File: config.mk
export PLATFORM = sky130hd
export DESIGN_NAME = uart_tx_fifo
export DESIGN_NICKNAME = d
export VERILOG_FILES = /design/src/rtl/uart_tx_fifo.sv
export SDC_FILE = /design/constraint.sdc
export NUM_CORES = 1
export LEC_CHECK = 0
export CORE_AREA = 4 4 141 143
export CTS_CLUSTER_DIAMETER = 80
export DETAILED_ROUTE_END_ITERATION = 10
export DIE_AREA = 0 0 145 147
export PLACE_DENSITY_LB_ADDON = 0.1
export SYNTH_ARGS = -nofsm -noshare
export SYNTH_HDL_FRONTEND = slang
export SYNTH_SLANG_ARGS = --single-unit
File: constraint.sdc
create_clock -name clk -period 5.7 [get_ports clk]
set_input_delay 0.57 -clock clk [delete_from_list [all_inputs] [get_ports clk]]
set_output_delay 0.57 -clock clk [all_outputs]
set_load 0.02 [all_outputs]
File: src/rtl/uart_tx_fifo.sv
// rtl/uart_tx_fifo.sv - byte FIFO and launch controller feeding uart_top's transmitter
//
// Ports:
//   clk       in   system clock, shared with uart_top
//   rst       in   synchronous active-high reset; clears FIFO and controller
//   wr_en     in   host write strobe
//   wr_data   in   [7:0] byte to enqueue when wr_en=1
//   full      out  count == DEPTH (registered)
//   empty     out  count == 0 (registered)
//   count     out  [ADDR_W:0] bytes stored, including the one being sent
//   overflow  out  one-cycle pulse after a write was dropped
//   dintx     out  [7:0] head byte presented to uart_top
//   newd      out  launch request to uart_top
//   donetx    in   uart_top transmit-complete level
//   busy      out  controller is in SEND or RELEASE

module uart_tx_fifo #(
  parameter int DEPTH  = 16,
  parameter int ADDR_W = 4
) (
  input  logic              clk,
  input  logic              rst,
  input  logic              wr_en,
  input  logic [7:0]        wr_data,
  output logic              full,
  output logic              empty,
  output logic [ADDR_W:0]   count,
  output logic              overflow,
  output logic [7:0]        dintx,
  output logic              newd,
  input  logic              donetx,
  output logic              busy
);

  typedef enum logic [1:0] {
    IDLE    = 2'd0,
    SEND    = 2'd1,
    RELEASE = 2'd2
  } state_t;

  localparam logic [ADDR_W-1:0] PTR_ONE    = {{(ADDR_W-1){1'b0}}, 1'b1};
  localparam logic [ADDR_W:0]   CNT_ONE    = {{ADDR_W{1'b0}}, 1'b1};
  localparam logic [ADDR_W:0]   CNT_ZERO   = '0;
  localparam logic [ADDR_W:0]   FULL_COUNT = (ADDR_W+1)'(DEPTH);

  state_t            state;
  state_t            state_next;

  logic [7:0]        mem [DEPTH];
  logic [ADDR_W-1:0] wr_ptr;
  logic [ADDR_W-1:0] rd_ptr;
  logic [ADDR_W:0]   count_next;

  logic              donetx_q;
  logic              done_rise;
  logic              wr_accept;
  logic              pop;
  logic              load_head;

  // Only a fresh edge of donetx counts as completion; uart_top may hold the
  // level for several cycles.
  assign done_rise = donetx & ~donetx_q;

  // Registered full gates the write, so a write while full is dropped even
  // if the head is popped on the same edge.
  assign wr_accept = wr_en & ~full;

  // ------------------------------------------------------------------
  // Controller: next state and outputs
  // ------------------------------------------------------------------
  always_comb begin
    state_next = state;
    newd       = 1'b0;
    busy       = 1'b0;
    pop        = 1'b0;
    load_head  = 1'b0;

    case (state)
      IDLE: begin
        if (!empty) begin
          state_next = SEND;
          load_head  = 1'b1;
        end
      end

      SEND: begin
        newd = 1'b1;
        busy = 1'b1;
        if (done_rise) begin
          pop        = 1'b1;
          state_next = RELEASE;
        end
      end

      // Hold newd low until uart_top drops donetx, otherwise it would see
      // newd still high and re-launch the byte just finished.
      RELEASE: begin
        busy = 1'b1;
        if (!donetx) begin
          if (count != CNT_ZERO) begin
            state_next = SEND;
            load_head  = 1'b1;
          end else begin
            state_next = IDLE;
          end
        end
      end

      default: begin
        state_next = IDLE;
      end
    endcase
  end

  // ------------------------------------------------------------------
  // Occupancy
  // ------------------------------------------------------------------
  always_comb begin
    count_next = count;
    case ({wr_accept, pop})
      2'b10:   count_next = count + CNT_ONE;
      2'b01:   count_next = count - CNT_ONE;
      default: count_next = count;
    endcase
  end

  // ------------------------------------------------------------------
  // State, pointers, flags
  // ------------------------------------------------------------------
  always_ff @(posedge clk) begin
    if (rst) begin
      state    <= IDLE;
      wr_ptr   <= '0;
      rd_ptr   <= '0;
      count    <= '0;
      full     <= 1'b0;
      empty    <= 1'b1;
      overflow <= 1'b0;
      donetx_q <= 1'b0;
      dintx    <= 8'h00;
    end else begin
      state    <= state_next;
      donetx_q <= donetx;
      overflow <= wr_en & full;
      count    <= count_next;
      full     <= (count_next == FULL_COUNT);
      empty    <= (count_next == CNT_ZERO);

      if (wr_accept) begin
        wr_ptr <= wr_ptr + PTR_ONE;
      end
      if (pop) begin
        rd_ptr <= rd_ptr + PTR_ONE;
      end

      // Head is captured once on entry to SEND so dintx stays stable for
      // the whole frame regardless of writes landing behind it. On the
      // RELEASE->SEND path rd_ptr has already moved past the popped byte.
      if (load_head) begin
        dintx <= mem[rd_ptr];
      end
    end
  end

  // Storage carries no reset; entries are only read after being written.
  always_ff @(posedge clk) begin
    if (!rst && wr_accept) begin
      mem[wr_ptr] <= wr_data;
    end
  end

endmodule

==> reports/summary.txt, run 1 <==
Via density -> 5.105
NumNets Final -> 417
GP Congestion -> 0.7588
Fmax -> 0.3388 GHz
CP max stage delay -> 990 ps
Cells after Synth -> 360
final slew viol count -> 0
Residual DRC -> 0
Starting Density -> 34.52%
Top delay family on crit path -> simple AND/OR/NAND/NOR gates
Placement Setup Slack -> 2241 ps
clk root buf -> clkbuf_16
flops & latches, synth -> 155
Crit Path Max Fanout -> 19
RSZ-0062 raised after global routing -> false
placed cell areas -> 0.006884 mm2
Post-CTS Hold Buffers -> 0
top-area cell type share of the netlist area -> 59.93%
Finished Cell Area -> 0.007443 mm2
layout cells sized above 1 -> 14.07%
Period Utilization, post-route -> 51.78%
Setup Viol. Count Final -> 0
P&R area growth vs syn -> 16.06%
largest net degree at the start of global routing -> 36
full die area -> 0.02132 mm2
routed len/inst -> 21.32 um
Crit-path slowest cell -> nor3_1
Power Dens Cells -> 375.0 mW/mm2
max_slew headroom -> 15.12%
clock skew -> 8.308 ps
WL met2 -> 6296 um
CP endpoint kind -> register
FF-to-FF path depth -> 6
final hold vios -> 0
Vert. Die Dim -> 147 um
Clock Latency Late Sink -> 420 ps
# Max-Cap Violations -> 0
Critical path buffers and inverters -> 1
commonest non-fill, non-tap cell in the layout -> edfxtp_1
WL met3 -> 561 um
dpl hpwl -> 8776 um
I/O Buffers -> 29
maximum vdd drop -> 0.2129 mV
total routed wirelength -> 13620 um
gr usage total -> 13.37%
Ant. Diodes -> 0
ys async rst share -> 0%
row count -> 50
Worst-Margin Slew -> 1263 ps
1st-iter DRT viols -> 197
Fin Setup TNS -> 0 ps
CP Cell Sequence -> clkdlybuf4s50_1 > nor2_1 > nand2_1 > nor3_1
Post-synth EDFFs -> 128
cell count of the worst hold path -> 1
router iterations before antenna repair -> 4
Seq/Total Area, Yosys -> 68.36%
final worst path period need -> 2951 ps
status -> finished clean
Hold Path Class -> reg -> reg
highest routed layer -> met4
type of the worst setup path -> in -> reg
via count -> 3262
Post-Syn Area -> 0.006414 mm2
Post-CTS Setup Inserts -> 0
dominant synthesized flop cell -> edfxtp_1
CTS tree -> built
H-Tree Depth -> 4
CP arrival -> 2980 ps
Pleak -> 2.398 nW
top post-synthesis cells by area -> edfxtp_1, dfxtp_1, mux4_1
initial antenna violation count -> 0
grt total ovfl -> 0
fill count -> 1663
Startpoint Class -> input pin
Avg Cell Area, Syn -> 17.82 um2
Stages on worst setup path -> 4
syn_nets -> 384
Sink Count -> 155
M1 WL -> 6403 um
Die X-Extent -> 145 um
clock slew at reported path FFs -> 60 ps
core area -> 0.01858 mm2
IO Pins -> 30
post-route ant nets -> 0
Req. time, crit path -> 5730 ps
Post-CTS Resized -> 0
min setup slack post-route -> 2749 ps
global-route wire length before repair -> 20780 um
Synth area leader -> edfxtp_1
Distinct cells, synth -> 50
most used cells in the layout excluding fill and tap cells -> edfxtp_1, nor2_1, clkdlybuf4s50_1, dfxtp_1, mux4_2
vias in the first global route -> 3353
synth warn -> 0
cts bufs inserted -> 17
Bufs on Longest Clock Path -> 2
-- flip-flops by register name, summed over array words and instances, names as in the netlist --
| signal | cells |
|---|---|
| state | 2 |
| donetx_q | 1 |
| dintx | 8 |
| wr_ptr | 4 |
| rd_ptr | 4 |
| overflow | 1 |
| full | 1 |
| mem | 128 |
| empty | 1 |
| count | 5 |
-- through the flow --
| stage | utilization, % | hold slack [ps] | power [mW] | std cells |
|---|---|---|---|---|
| final | 40.06 | 470.9 | 2.791 | 639 |
| after global routing | 40.06 | 485.2 | 2.908 | 639 |
| after CTS | 40.06 | 476.7 | 2.819 | 639 |
| after detailed placement | 37.05 | 458.6 | 1.742 | 608 |
| after global placement | 37.05 | 448.5 | 1.738 | 608 |
| after floorplan | - | 479.0 | 1.596 | 360 |
-- power by group --
part           internal (mW)  switching, mW
clock network          0.639          0.440
registers               1.27         0.0350
logic                  0.186          0.226
total                   2.09          0.700
-- cell families after synthesis --
logic type      share of synthesized area, %
simple gates                           4.858
xor+xnor                               1.853
compound gates                         3.921
flops                                  68.36
buf+inv                                3.355
fa+ha+maj                              2.341
mux                                    15.31
-- final cells by class --
type / instances / area (um2) / share of cell area (%)
Tap cell: 234 / 292.8 / 3.933
Timing Repair Buffer: 34 / 327.8 / 4.404
Clock inverter: 12 / 126.4 / 1.698
Multi-Input combinational cell: 168 / 1814 / 24.37
Inverter: 17 / 63.81 / 0.8573
Clock buffer: 19 / 432.9 / 5.816
Sequential cell: 155 / 4385 / 58.92
-- per-layer routing --
| layer | track usage (%) | up-vias |
|---|---|---|
| met4 | 5.511 | 0 |
| li1 | - | 1492 |
| met5 | 0 | - |
| met2 | 20.85 | 75 |
| met1 | 17.99 | 1671 |
| met3 | 3.424 | 24 |
-- synth_stat cells, drive strengths merged, types with 2 or more instances --
cell type,number
a21oi,9
buf,12
clkbuf,8
clkinv,8
dfxtp,27
edfxtp,128
ha,12
inv,9
mux4,40
nand2,13
nand2b,3
nand3,3
nand4,2
nor2,33
nor2b,2
nor3,7
o22ai,2
o2bb2ai,8
o31a,2
xnor2,4
xor2,7
-- worst paths after layout --
kind                    startpoint                    end  slack, ps
max                            rst    mem[1][0]$_DFFE_PP_       2750
min          dintx[6]$_SDFFE_PP0P_  dintx[6]$_SDFFE_PP0P_        470
max reg2reg        full$_SDFF_PP0_    mem[1][0]$_DFFE_PP_       3100
min reg2reg  dintx[6]$_SDFFE_PP0P_  dintx[6]$_SDFFE_PP0P_        470
(Power assumes the default switching activity.)
==> run 2, diff against run 1 <==
==> constraint.sdc (replaced) <==
create_clock -name clk -period 2.6 [get_ports clk]
set_input_delay 0.26 -clock clk [delete_from_list [all_inputs] [get_ports clk]]
set_output_delay 0.26 -clock clk [all_outputs]
set_load 0.02 [all_outputs]
==> run 2 against run 1 <==
Net effect:
- die area is the same
- clock power up 120%
- global-route usage decreased by 0.89 points
- sequential share of layout area down 1.6 points
- sequential power is 120% higher
- clock-buffer cell count down 2
- critical path type is now reg -> reg
- critical endpoint is now full$_SDFF_PP0_
- highest routed layer unchanged
==> reports/summary.txt, run 2 (synthesis results as in run 1) <==
CP max stage delay -> 330 ps (was 990 ps)
Starting Density -> 34.52% (unchanged)
final hold vios -> 0 (unchanged)
routed len/inst -> 18.97 um (was 21.32 um)
Ant. Diodes -> 0 (unchanged)
Req. time, crit path -> 2920 ps (was 5730 ps)
Die X-Extent -> 145 um (unchanged)
maximum vdd drop -> 0.4301 mV (was 0.2129 mV)
H-Tree Depth -> 4 (unchanged)
final slew viol count -> 0 (unchanged)
Vert. Die Dim -> 147 um (unchanged)
total routed wirelength -> 12560 um (was 13620 um)
gr usage total -> 12.48% (was 13.37%)
clock slew at reported path FFs -> 60 ps (about the same)
Period Utilization, post-route -> 92.16%
Placement Setup Slack -> 30.17 ps (was 2241 ps)
FF/Latch Area -> 0.004385 mm2 (unchanged)
I/O Buffers -> 29 (unchanged)
RSZ-0062 raised after global routing -> false (unchanged)
Setup Viol. Count Final -> 0 (unchanged)
cts bufs inserted -> 17 (unchanged)
Fmax -> 0.4173 GHz
Crit Path Max Fanout -> 5 (was 19)
max_slew headroom -> 59.06% (was 15.12%)
Post-CTS Hold Buffers -> 0 (unchanged)
post-route ant nets -> 0 (unchanged)
Critical path buffers and inverters -> 1 (unchanged)
type of the worst setup path -> reg -> reg (was in -> reg)
Top delay family on crit path -> simple AND/OR/NAND/NOR gates (unchanged)
Finished Layout Cells -> 662 (was 639)
Crit-path slowest cell -> dfxtp_1 (was nor3_1)
largest net degree at the start of global routing -> 36 (unchanged)
Sink Count -> 155 (unchanged)
min setup slack post-route -> 203.8 ps (was 2749 ps)
Fin Setup TNS -> 0 ps (unchanged)
CP arrival -> 2710 ps (was 2980 ps)
NumNets Final -> 440 (was 417)
CTS tree -> built (unchanged)
layout cells sized above 1 -> 19.39% (was 14.07%)
vias in the first global route -> 3408 (was 3353)
Residual DRC -> 0 (unchanged)
# Max-Cap Violations -> 0 (unchanged)
Pleak -> 2.534 nW (was 2.398 nW)
most used cells in the layout excluding fill and tap cells -> edfxtp_1, nor2_1, clkdlybuf4s50_1, dfxtp_1, buf_4 (was edfxtp_1, nor2_1, clkdlybuf4s50_1, dfxtp_1, mux4_2)
P&R area growth vs syn -> 19.27% (was 16.06%)
most flop-heavy register -> mem (unchanged)
1st-iter DRT viols -> 192 (was 197)
multi-input logic area -> 0.001822 mm2 (was 0.001814 mm2)
Bufs on Longest Clock Path -> 2 (unchanged)
GP Congestion -> 0.8237 (was 0.7588)
global-route wire length before repair -> 20040 um (was 20780 um)
CP endpoint kind -> register (unchanged)
Worst-Margin Slew -> 613.3 ps (was 1263 ps)
Largest regs -> mem x128, dintx x8, count x5 (unchanged)
Power Dens Cells -> 798.1 mW/mm2 (was 375.0 mW/mm2)
Via density -> 4.931 (was 5.105)
clk root buf -> clkbuf_16 (unchanged)
CP Cell Sequence -> inv_1 > ha_1 > nand3b_1 > nor2_2 > xor2_1 > ha_1 > a21oi_1 > o22ai_1 > o311ai_2 > xor2_1 > nor4_1 (was clkdlybuf4s50_1 > nor2_1 > nand2_1 > nor3_1)
core area -> 0.01858 mm2 (unchanged)
IO Pins -> 30 (unchanged)
router iterations before antenna repair -> 4 (unchanged)
row count -> 50 (unchanged)
grt total ovfl -> 0 (unchanged)
final worst path period need -> 2396 ps
Clock Latency Late Sink -> 420 ps (about the same)
clock skew -> 10.29 ps (was 8.308 ps)
status -> finished clean (unchanged)
full die area -> 0.02132 mm2 (unchanged)
placed cell areas -> 0.007082 mm2 (was 0.006884 mm2)
Startpoint Class -> register (was input pin)
fill count -> 1672 (was 1663)
max FFs per register -> 128 (unchanged)
Hold Path Class -> in -> reg (was reg -> reg)
initial antenna violation count -> 0 (unchanged)
Finished Cell Area -> 0.007650 mm2 (was 0.007443 mm2)
via count -> 3264 (was 3262)
dpl hpwl -> 8653 um (was 8776 um)
placed cell count -> 631 (was 608)
commonest non-fill, non-tap cell in the layout -> edfxtp_1 (unchanged)
## run 2: cell count changes in the layout (fill, tap and decap cells not counted), sizes merged
cell      delta
inv          +7
bufinv       -1
clkbuf       -2
clkinv       -2
clkinvlp     -2
buf         +23
## run 2: final cells by class
type / instances / area share [%]
Clock inverter: 14 / 1.766
Clock buffer: 17 / 5.561
Sequential cell: 155 / 57.33
Inverter: 17 / 0.8342
Multi-Input combinational cell: 168 / 23.81
Timing Repair Buffer: 57 / 6.869
Tap cell: 234 / 3.827
## run 2: per-layer routing
layer / vias up / track usage [%] / wire length (um) / share of wire (%)
met3: 14 / 3.270 / 509 / 4.1
met4: 0 / 5.131 / 181 / 1.4
met5: - / 0 / 0 / 0
li1: 1540 / - / - / -
met2: 73 / 19.72 / 6191 / 49
met1: 1637 / 16.53 / 5678 / 45
## run 2: repair_timing
action                     CTS  global route
hold endpoints to repair     0             0
buffers inserted             0             0
setup endpoints to repair    0             3
gates resized for setup      0             1
## run 2: per-stage QoR
stage / utilization, % / hold WS (ps) / total power [mW]
final: 41.17 / 445.1 / 6.105
after global placement: 38.11 / 448.5 / 3.821
after CTS: 41.13 / 428.2 / 6.199
after detailed placement: 38.11 / 446.0 / 3.827
after global routing: 41.17 / 443.5 / 6.390
after floorplan: - / 358.9 / 3.498
## run 2: final timing paths
kind | startpoint | end | slack [ps] | cells past startpoint
worst max register to register | state[1]$_SDFFE_PP0P_ | full$_SDFF_PP0_ | 200 | 11
worst min-delay path | wr_en | overflow$_SDFF_PP0_ | 450 | 2
worst min register to register | dintx[7]$_SDFFE_PP0P_ | dintx[7]$_SDFFE_PP0P_ | 460 | 1
worst max-delay path | state[1]$_SDFFE_PP0P_ | full$_SDFF_PP0_ | 200 | 11
## run 2: where the power goes
group / switching [mW] / internal (mW) / total, mW / leakage [nW]
logic: 0.484 / 0.430 / 0.914 / 0.889
clock network: 1.01 / 1.33 / 2.34 / 0.271
registers: 0.0793 / 2.77 / 2.85 / 1.37
total: 1.57 / 4.54 / 6.11 / 2.53
## run 2: worst reg2reg max path, cell delays in order (launching register included)
cell and delay, ps:
dfxtp_1 330, inv_1 130, ha_1 250, nand3b_1 150
nor2_2 170, xor2_1 190, ha_1 240, a21oi_1 90
o22ai_1 190, o311ai_2 170, xor2_1 180, nor4_1 210
==> run 3, diff against run 2 <==
--- a/config.mk
+++ b/config.mk
@@ -9,7 +9,8 @@
 export CTS_CLUSTER_DIAMETER = 80
 export DETAILED_ROUTE_END_ITERATION = 10
 export DIE_AREA = 0 0 145 147
-export PLACE_DENSITY_LB_ADDON = 0.1
+export HOLD_SLACK_MARGIN = 0.12
+export PLACE_DENSITY_LB_ADDON = 0.08
 export SYNTH_ARGS = -nofsm -noshare
 export SYNTH_HDL_FRONTEND = slang
 export SYNTH_SLANG_ARGS = --single-unit
==> run 3 against run 2 <==
Net effect:
- sequential share of layout area rose by 0.094 points
- sequential power about the same
- clock skew down 4.1 ps
- maximum frequency grew 2.1%
- design area is 0.16% lower
- clock power is 5% higher
- routed wire length decreased by 0.29%
- die area unchanged
- register-to-register slack gained 50 ps
- clock-buffer cell count unchanged
- first-iteration DRC count is 29% higher
- global-route usage is 0.17 points lower
- largest cell class unchanged
==> reports/summary.txt, run 3 (synthesis results as in run 1) <==
status -> finished clean (unchanged)
min setup slack post-route -> 254.1 ps (was 203.8 ps)
crit-path most repeated cell -> ha_1
final worst path period need -> 2346 ps (was 2396 ps)
Startpoint Class -> register (unchanged)
initial antenna violation count -> 0 (unchanged)
RR Endpoint -> empty$_SDFF_PP1_ (was full$_SDFF_PP0_)
grt total ovfl -> 0 (unchanged)
commonest non-fill, non-tap cell in the layout -> edfxtp_1 (unchanged)
row count -> 50 (unchanged)
CP max stage delay -> 420 ps (was 330 ps)
post-route ant nets -> 0 (unchanged)
cell count of the worst hold path -> 2 (unchanged)
IO Pins -> 30 (unchanged)
largest net degree at the start of global routing -> 36 (unchanged)
Req. time, crit path -> 2930 ps (was 2920 ps)
maximum vdd drop -> 0.4871 mV (was 0.4301 mV)
Finished Layout Cells -> 659 (was 662)
final hold vios -> 0 (unchanged)
most used cells in the layout excluding fill and tap cells -> edfxtp_1, nor2_1, clkdlybuf4s50_1, dfxtp_1, buf_4 (unchanged)
vias in the first global route -> 3269 (was 3408)
Post-CTS Hold Buffers -> 0 (unchanged)
Critical path buffers and inverters -> 1 (unchanged)
Worst-Margin Slew -> 623.3 ps (was 613.3 ps)
NumNets Final -> 436 (was 440)
CP Cell Sequence -> inv_1 > ha_1 > nand3b_1 > nor2_2 > xor2_1 > ha_1 > o41ai_1 > o311ai_1 > xnor2_1 > o31ai_1 (was inv_1 > ha_1 > nand3b_1 > nor2_2 > xor2_1 > ha_1 > a21oi_1 > o22ai_1 > o311ai_2 > xor2_1 > nor4_1)
Hold Path Class -> in -> reg (unchanged)
Post-CTS Setup Inserts -> 0 (unchanged)
Residual DRC -> 0 (unchanged)
H-Tree Depth -> 4 (unchanged)
type of the worst setup path -> reg -> reg (unchanged)
# Max-Cap Violations -> 0 (unchanged)
Fin Setup TNS -> 0 ps (unchanged)
CTS tree -> built (unchanged)
1st-iter DRT viols -> 247 (was 192)
gr usage total -> 12.31% (was 12.48%)
clk root buf -> clkbuf_16 (unchanged)
max FFs per register -> 128 (unchanged)
CP endpoint kind -> register (unchanged)
Ant. Diodes -> 0 (unchanged)
RSZ-0062 raised after global routing -> false (unchanged)
layout cells sized above 1 -> 18.59% (was 19.39%)
via count -> 3282 (was 3264)
Hold EP -> overflow$_SDFF_PP0_ (unchanged)
Clock Latency Late Sink -> 410 ps (was 420 ps)
CP arrival -> 2670 ps (was 2710 ps)
R2R Setup Slk -> 250 ps (was 200 ps)
placed cell count -> 627 (was 631)
Placement Setup Slack -> 129.0 ps (was 30.17 ps)
I/O Buffers -> 29 (unchanged)
WHS -> 438.7 ps (was 445.1 ps)
FF-to-FF path depth -> 10 (was 11)
Post-CTS Resized -> 0 (unchanged)
RR Startpoint -> state[1]$_SDFFE_PP0P_ (unchanged)
clock skew -> 6.149 ps (was 10.29 ps)
cts bufs inserted -> 17 (unchanged)
routed len/inst -> 19.00 um (was 18.97 um)
Period Utilization, post-route -> 90.23% (was 92.16%)
Crit Path Max Fanout -> 5 (unchanged)
dpl hpwl -> 8364 um (was 8653 um)
Largest regs -> mem x128, dintx x8, count x5 (unchanged)
clock slew at reported path FFs -> 60 ps (about the same)
GP Congestion -> 0.8057 (was 0.8237)
Vert. Die Dim -> 147 um (unchanged)
total routed wirelength -> 12520 um (was 12560 um)
P&R area growth vs syn -> 19.08% (was 19.27%)
Bufs on Longest Clock Path -> 2 (unchanged)
Min-Delay Startpoint -> wr_en (unchanged)
Via density -> 4.980 (was 4.931)
Fmax -> 0.4263 GHz (was 0.4173 GHz)
Setup Viol. Count Final -> 0 (unchanged)
max_slew headroom -> 58.39% (was 59.06%)
core area -> 0.01858 mm2 (unchanged)
final slew viol count -> 0 (unchanged)
Pleak -> 2.534 nW (about the same)
Top delay family on crit path -> compound AO/OA/AOI/OAI gates (was simple AND/OR/NAND/NOR gates)
Starting Density -> 34.52% (unchanged)
Crit-path slowest cell -> o311ai_1 (was dfxtp_1)
router iterations before antenna repair -> 4 (unchanged)
full die area -> 0.02132 mm2 (unchanged)
most flop-heavy register -> mem (unchanged)
Sink Count -> 155 (unchanged)
Die X-Extent -> 145 um (unchanged)
global-route wire length before repair -> 19750 um (was 20040 um)
Power Dens Cells -> 815.6 mW/mm2 (was 798.1 mW/mm2)
[run 3: changes by cell type in the layout (fill, tap and decap cells not counted), sizes merged]
cell	delta
clkinv	+1
buf	-4
bufinv	+1
inv	+1
clkinvlp	-2
[run 3: worst max path at each step]
stage	cells after the start	endpoint	start
floorplan	10	full$_SDFF_PP0_	state[1]$_SDFFE_PP0P_
global placement	9	full$_SDFF_PP0_	donetx
detailed placement	9	empty$_SDFF_PP1_	donetx
CTS	10	empty$_SDFF_PP1_	state[1]$_SDFFE_PP0P_
global route	10	empty$_SDFF_PP1_	state[1]$_SDFFE_PP0P_
finish	10	empty$_SDFF_PP1_	state[1]$_SDFFE_PP0P_
[run 3: power breakdown]
group          switching [mW]  internal, mW
registers              0.0744          2.77
logic                   0.481         0.437
clock network            1.03          1.43
total                    1.58          4.65
[run 3: layout make-up]
type                    instances  area, um2
fillers                      1667      10940
repair buffers                 53      495.5
flip-flops and latches        155       4385
well taps                     234      292.8
clock buffers                  17      425.4
inverters                      17      63.81
clock inverters                15      160.2
multi-input cells             168       1814
[run 3: per-layer routing]
metal / up-vias / share of wire, % / GRT usage, %
li1: 1527 / - / -
met1: 1671 / 49 / 17.34
met2: 62 / 45 / 18.29
met3: 22 / 4.6 / 3.270
met4: 0 / 1.7 / 4.941
met5: - / 0 / 0
[run 3: stage by stage]
step                      area, um2  total power, mW  util, %
after CTS                      7637            6.314    41.10
after detailed placement       7052            3.830    37.95
after floorplan                6414            3.498        -
after global routing           7637            6.509    41.10
final                          7637            6.229    41.10
after global placement         7052            3.826    37.95
